## src/rtl/seq_mult_pkg.sv

```systemverilog
// Shared types and constants for the sequential radix-2 multiplier.
package seq_mult_pkg;

    localparam int SEQ_MULT_DEFAULT_WIDTH = 8;

    typedef enum logic [1:0] {
        IDLE = 2'd0,
        CALC = 2'd1,
        DONE = 2'd2
    } state_t;

endpackage

```

## src/rtl/seq_mult_cond_neg.sv

```systemverilog
// Conditional two's-complement negator: result = neg ? -data : data.
module seq_mult_cond_neg #(
    parameter int W = 8
) (
    input  logic [W-1:0] data,
    input  logic         neg,
    output logic [W-1:0] result
);

    assign result = neg ? (~data + W'(1)) : data;

endmodule

```

## src/rtl/seq_mult.sv

```systemverilog
// Sequential shift-add multiplier, one multiplier bit per cycle, LSB first.
// Define SEQ_MULT_SIGNED_EN to honour signed_mode (sign-magnitude around an unsigned core).
//
// state | meaning
// IDLE  | in_ready high, waiting for an operand pair
// CALC  | WIDTH shift-add iterations
// DONE  | product valid, held until out_ready
module seq_mult
    import seq_mult_pkg::*;
#(
    parameter int WIDTH = SEQ_MULT_DEFAULT_WIDTH
) (
    input  logic                 clk,
    input  logic                 rst_n,
    input  logic                 in_valid,
    output logic                 in_ready,
    input  logic [WIDTH-1:0]     a,
    input  logic [WIDTH-1:0]     b,
    input  logic                 signed_mode,
    output logic                 out_valid,
    input  logic                 out_ready,
    output logic [2*WIDTH-1:0]   product,
    output logic                 busy
);

    localparam int CW = $clog2(WIDTH + 1);
    localparam int PW = 2 * WIDTH;
    localparam logic [CW-1:0] LAST = CW'(WIDTH - 1);

    state_t            state_q, state_d;
    logic [CW-1:0]     cnt_q, cnt_d;
    logic [PW-1:0]     acc_q, acc_d;
    logic [PW-1:0]     mcand_q, mcand_d;
    logic [WIDTH-1:0]  mplier_q, mplier_d;
    logic              neg_q, neg_d;
    logic [PW-1:0]     product_q, product_d;
    logic              out_valid_q, out_valid_d;
    logic              busy_q, busy_d;
    logic              in_ready_q, in_ready_d;

    logic [WIDTH-1:0]  mag_a, mag_b;
    logic              neg_in;
    logic [PW-1:0]     acc_sum;
    logic [PW-1:0]     prod_final;

    assign acc_sum = acc_q + (mplier_q[0] ? mcand_q : '0);

`ifdef SEQ_MULT_SIGNED_EN
    logic sign_a, sign_b;

    assign sign_a = signed_mode & a[WIDTH-1];
    assign sign_b = signed_mode & b[WIDTH-1];
    assign neg_in = sign_a ^ sign_b;

    // Magnitude of the most-negative operand is 2^(WIDTH-1), which still fits unsigned.
    seq_mult_cond_neg #(.W(WIDTH)) u_neg_a (.data(a), .neg(sign_a), .result(mag_a));
    seq_mult_cond_neg #(.W(WIDTH)) u_neg_b (.data(b), .neg(sign_b), .result(mag_b));
    seq_mult_cond_neg #(.W(PW))    u_neg_p (.data(acc_sum), .neg(neg_q), .result(prod_final));
`else
    logic unused_sign;

    assign unused_sign = signed_mode ^ neg_q;
    assign neg_in      = 1'b0;
    assign mag_a       = a;
    assign mag_b       = b;
    assign prod_final  = acc_sum;
`endif

    always_comb begin
        state_d     = state_q;
        cnt_d       = cnt_q;
        acc_d       = acc_q;
        mcand_d     = mcand_q;
        mplier_d    = mplier_q;
        neg_d       = neg_q;
        product_d   = product_q;
        out_valid_d = out_valid_q;
        busy_d      = busy_q;
        in_ready_d  = in_ready_q;

        case (state_q)
            IDLE: begin
                if (in_valid) begin
                    state_d    = CALC;
                    cnt_d      = '0;
                    acc_d      = '0;
                    mcand_d    = {{WIDTH{1'b0}}, mag_a};
                    mplier_d   = mag_b;
                    neg_d      = neg_in;
                    in_ready_d = 1'b0;
                    busy_d     = 1'b1;
                end
            end
            CALC: begin
                acc_d    = acc_sum;
                mcand_d  = mcand_q << 1;
                mplier_d = mplier_q >> 1;
                cnt_d    = cnt_q + CW'(1);
                if (cnt_q == LAST) begin
                    state_d     = DONE;
                    out_valid_d = 1'b1;
                    product_d   = prod_final;
                end
            end
            DONE: begin
                if (out_ready) begin
                    state_d     = IDLE;
                    out_valid_d = 1'b0;
                    busy_d      = 1'b0;
                    in_ready_d  = 1'b1;
                end
            end
            default: begin
                state_d     = IDLE;
                out_valid_d = 1'b0;
                busy_d      = 1'b0;
                in_ready_d  = 1'b1;
            end
        endcase
    end

    always_ff @(posedge clk or negedge rst_n) begin
        if (!rst_n) begin
            state_q     <= IDLE;
            cnt_q       <= '0;
            acc_q       <= '0;
            mcand_q     <= '0;
            mplier_q    <= '0;
            neg_q       <= 1'b0;
            product_q   <= '0;
            out_valid_q <= 1'b0;
            busy_q      <= 1'b0;
            in_ready_q  <= 1'b1;
        end else begin
            state_q     <= state_d;
            cnt_q       <= cnt_d;
            acc_q       <= acc_d;
            mcand_q     <= mcand_d;
            mplier_q    <= mplier_d;
            neg_q       <= neg_d;
            product_q   <= product_d;
            out_valid_q <= out_valid_d;
            busy_q      <= busy_d;
            in_ready_q  <= in_ready_d;
        end
    end

    // Ready is masked while reset is held so nothing upstream sees a false accept.
    assign in_ready  = in_ready_q & rst_n;
    assign out_valid = out_valid_q;
    assign product   = product_q;
    assign busy      = busy_q;

endmodule

```

## config.mk

```make
export PLATFORM = sky130hd
export DESIGN_NAME = seq_mult
export DESIGN_NICKNAME = d
export VERILOG_FILES = /design/src/rtl/seq_mult_pkg.sv /design/src/rtl/seq_mult_cond_neg.sv /design/src/rtl/seq_mult.sv
export SDC_FILE = /design/constraint.sdc
export NUM_CORES = 1
export LEC_CHECK = 0
export CORE_UTILIZATION = 57
export CTS_CLUSTER_SIZE = 12
export DETAILED_ROUTE_END_ITERATION = 7
export DONT_BUFFER_PORTS = 1
export PLACE_DENSITY_LB_ADDON = 0.1
export SYNTH_ARGS = -nofsm -noshare
export SYNTH_HDL_FRONTEND = slang
export SYNTH_HIERARCHICAL = 1
export SYNTH_SLANG_ARGS = --single-unit
```

## constraint.sdc

```tcl
create_clock -name clk -period 2.5 [get_ports clk]
set_input_delay 0.375 -clock clk [delete_from_list [all_inputs] [get_ports clk]]
set_output_delay 0.375 -clock clk [all_outputs]
set_load 0.005 [all_outputs]
```

======== Yosys cells after proc, flatten, opt, wreduce, memory -nomap -nowiden ========
Cells that the tools add are included.
cells by class
  $add $sub $neg .......................... 2
  equal/unequal tests ..................... 6
  multiplexer cells ....................... 21
  bitwise logic cells ..................... 3
  reductions and logical operators ........ 7
operators by type and width
  cell                                                             number
  16-bit case mux with 2 select lines                              2
  16-bit two-way mux                                               3
  16-bit adder                                                     1
  8-bit case mux with 2 select lines                               1
  1-bit case mux with 3 select lines                               3
  3-bit AND reduction                                              3
  8-bit two-way mux                                                1
  4-bit case mux with 2 select lines                               1
  2-bit two-way mux                                                3
  2-bit inequality test, second input constant                     3
  2-bit case mux with 3 select lines                               1
  1-bit two-way mux                                                5
  4-bit by 1-bit adder with 4-bit output, second input constant    1
  4-bit by 3-bit == test with 1-bit output, second input constant  1
  4-bit two-way mux                                                1
  2-bit AND reduction                                              2
  2-bit by 1-bit == test with 1-bit output, second input constant  1
  2-bit == test, second input constant                             1
  2-bit zero test                                                  1
  1-bit NOT                                                        2
  2-bit nonzero test                                               1
  1-bit bitwise AND                                                1
word-level totals
  flip-flop bits (word level) ............. 65
  bits of input ports ..................... 21
  output and inout port bits .............. 19
  logic and storage cells ................. 48

======== Longest topological paths before layout ========
  depth in word-level cells ............... 3
  mapped depth ............................ 10
  gate-level depth less buffers ........... 9

======== Least setup slack after synthesis ========
Ideal clock, no wire load.
  path kind ............................... reg-to-reg
  start ................................... register mplier_q[0]
  end ..................................... register product_q[14] (netlist: product[14])
  library setup time ...................... 136 ps
  data arrival time ....................... 2,403 ps
  required time ........................... 2,364 ps
  path slack .............................. -40 ps
  cell stages (with the launch flop) ...... 11
  buffers on the path ..................... 1
  clock period less this slack ............ 2,540 ps
  path through ............................ dfrtp_1 clkbuf_1 and2_1 ha_1 fa_1 a21o_1 a221o_1 a21oi_1 o21ai_0 xnor2_1 mux2i_1
between the ends
  cells in the longest elaborated chain, start to end .. 2
RTL lines
  what                      line             source
  start: declaration        seq_mult.sv:34   logic [WIDTH-1:0] mplier_q, mplier_d;
  start signal: assignment  seq_mult.sv:139  mplier_q <= mplier_d;
  16-bit two-way mux        seq_mult.sv:46   assign acc_sum = acc_q + (mplier_q[0] ? mcand_q : '0);
  16-bit adder              seq_mult.sv:46
  end signal: assignment    seq_mult.sv:141  product_q <= product_d;
  end: declaration          seq_mult.sv:36   logic [PW-1:0] product_q, product_d;
No other way between the ends.
A chain may end at the register's enable or synchronous reset.

======== Worst setup path after layout ========
  start ................................... register mcand_q[0]
  end ..................................... register product_q[12] (netlist: product[12])
between the ends
  cells in the longest elaborated chain, start to end .. 2
RTL lines
  what                      line             source
  start: declaration        seq_mult.sv:33   logic [PW-1:0] mcand_q, mcand_d;
  start signal: assignment  seq_mult.sv:138  mcand_q <= mcand_d;
  16-bit two-way mux        seq_mult.sv:46
  16-bit adder              seq_mult.sv:46
No other way between the ends.

==> flow_summary.ini <==
[die]
die_w_um = 78.7
core-area_um2 = 5570
start_util = 0.601
die_y_um = 78.7
rows = 27
num_io_pins = 40
dieArea_um2 = 6190

[route]
wl_per_cell_um = 18.4
drt_iter0_drc = 93
routed_wl_um = 7720
drc_errors = 0
viasPerCell = 6.01
ant_nets = 0
first_pass_iters = 5
vias = 2520

[setup_path]
crit_type = register to register
start_kind = register
worstPathRequired_ps = 2730
worst-path-max-fanout = 3
worst_ep_arrival_time_ps = 2730
end_kind = register

[grt]
grt_usage = 0.268
grt_pass1_wl_um = 12400
grt.overflow.total = 0
grt_max_degree = 66
antenna_found_initial = 1
grt_pass1_vias = 2516

[clocking]
cts_buffers = 9
htree_levels = 3
clk_latency_ps = 350
cts_tree = yes
cts-root-buf = clkbuf_8
clock-sinks = 65
clk_path_buf_depth = 2
clk_pin_slew_ps = 70

[yosys]
synth_sequential_area_ratio = 0.486
yosysMostFrequentCell = dfrtp_1
yosysTopAreaCellShare = 0.478
ys.warnings.count = 6
ys_types = 39
syn_area_um2 = 3350
ys_async_sr_fraction = 1.00
syn_nets = 359
synth_ff_type = dfrtp_1
synth_common_cells = 64 x dfrtp_1, 29 x o21ai_0, 25 x nand2_1
synth-edff-count = 0
synth_top_area_cell = dfrtp_1
synth_area_leaders = dfrtp_1 48%, ha_1 6.0%, a22o_1 5.8%
synth.avg_cell_area_um2 = 10.4
synthCells = 321
ys_seq_elements = 65

[sta]
relSlewSlack = 0.503
setup_ws_ps = -1.83
worst_pin_slew_ps = 745
fin_crit_sh = 1.00
finalSetupViolCount = 1
finClkSkew_ps = 4.59
fmax_mhz = 400
rsz0062_at_grt = yes
slew_viol_final = 0
period_needed_ps = 2500
hold_viol = 0

[worst_hold_path]
hp-class = input pin to register

[power]
p_leak_nw = 1.89
p_int_mw = 2.90
switching_share = 0.371
power_per_cell_area_nw_per_um2 = 1170
power_frac_clock = 0.212
p_comb_frac = 0.393
seqPwrFrac = 0.395
power.switching_mw = 1.71
ir_drop_mv = 0.649

[cells_and_area]
diodes = 0
synthToLayoutAreaGrowth_pct = 18.0
finalNetCount = 380
fin_cells = 419
design_area_um2 = 3950
final_util = 0.709
layout-drive-gt1-share = 0.231

[status]
violations = setup timing
status = finished with violations

[placed_design]
place_area_um2 = 3540
dp_slack_ps = -123
numPortBuffers = 0
hpwl_um = 4870
dp_cells = 395
gp_congestion = 0.862

[flow_run]
max-cap-violations = 0
## timing repair
| action | in CTS | in global routing |
|---|---|---|
| endpoints found under the setup margin | 5 | 14 |
| gates resized for setup | 3 | 21 |
| pin swaps | 5 | 12 |
| buffers inserted | 2 | 4 |
| hold buffers | 2 | 0 |
| hold endpoints to repair | 65 | 0 |
## final timing paths
kind	depth (start not counted)	start	slack (ps)	end
setup reg to reg	10	mcand_q[0]$_DFFE_PN0P_	-2	product[12]$_DFFE_PN0P_
hold / removal	1	a[0]	190	mcand_q[0]$_DFFE_PN0P_
setup / recovery	10	mcand_q[0]$_DFFE_PN0P_	-2	product[12]$_DFFE_PN0P_
max in group asynchronous	2	rst_n	1580	in_ready_q$_DFFE_PN1P_
min in group asynchronous	2	rst_n	600	acc_q[7]$_DFFE_PN0P_
hold reg to reg	2	acc_q[2]$_DFFE_PN0P_	500	acc_q[2]$_DFFE_PN0P_
## sequential cells by signal, indices dropped and copies added, names as in the netlist, 2 cells and up
name and count:
cnt_q 4, product 16, acc_q 16, mplier_q 8, mcand_q 16, state_q 2
## per-layer routing
layer | routed length [um] | GRT usage | share of wire
met5 | 0 | 0 | 0
met4 | 159 | 0.0889 | 0.021
met3 | 367 | 0.0756 | 0.048
met2 | 3740 | 0.422 | 0.48
met1 | 3460 | 0.356 | 0.45
## logic make-up (layout without fill, tap and decap cells)
logic type,after synthesis,count (layout),synth area share
compound gates,111,111,0.221
xor+xnor,15,15,0.0392
fa+ha+maj,17,17,0.0657
buf+inv,23,49,0.0261
flops,65,65,0.486
mux,14,14,0.0478
simple gates,76,76,0.115
## critical path, cell delays in order (launching register included)
cell     delay, ps
dfrtp_1        400
and2_4         160
ha_4           150
fa_2           330
a21o_1         210
a221o_1        390
buf_6          150
nand3_1        100
a21oi_2         70
xnor2_1        290
a21oi_1        120
## cell type report
class	instances	area, um^2
Clock buffer	10	128
Clock inverter	6	82.6
Fill cell	417	1620
Inverter	5	18.8
Multi-Input combinational cell	233	1770
Sequential cell	65	1630
Tap cell	72	90.1
Timing Repair Buffer	28	236
## power groups by stage
stage,clock network (mW),registers (mW),logic [mW]
4_1_cts,0.990,1.81,1.72
2_1_floorplan,0,1.73,1.25
5_1_grt,1.03,1.88,2.00
3_3_place_gp,0,1.81,1.60
3_5_place_dp,0,1.83,1.66
6_report,0.977,1.82,1.81
## cells in the final DEF, fill, tap and decap left out, drive strengths merged, types with 7 or more instances in the layout
cell type	instances
nand2	25
nor2	9
mux2	13
a22o	22
buf	27
ha	16
o21ai	29
a21oi	24
dfrtp	64
a31oi	10
xnor2	8
xor2	7
clkbuf	10
and2	24
nor2b	8
## through the flow
stage	TNS (ps)	hold WS [ps]	total power, mW
4_1_cts	-10.6	181	4.52
3_3_place_gp	0	81.2	3.41
2_1_floorplan	0	79.4	2.98
3_5_place_dp	-229	80.7	3.49
6_report	-1.83	191	4.61
5_1_grt	-206	194	4.91
No activity file was read; power rests on OpenSTA's default activity.
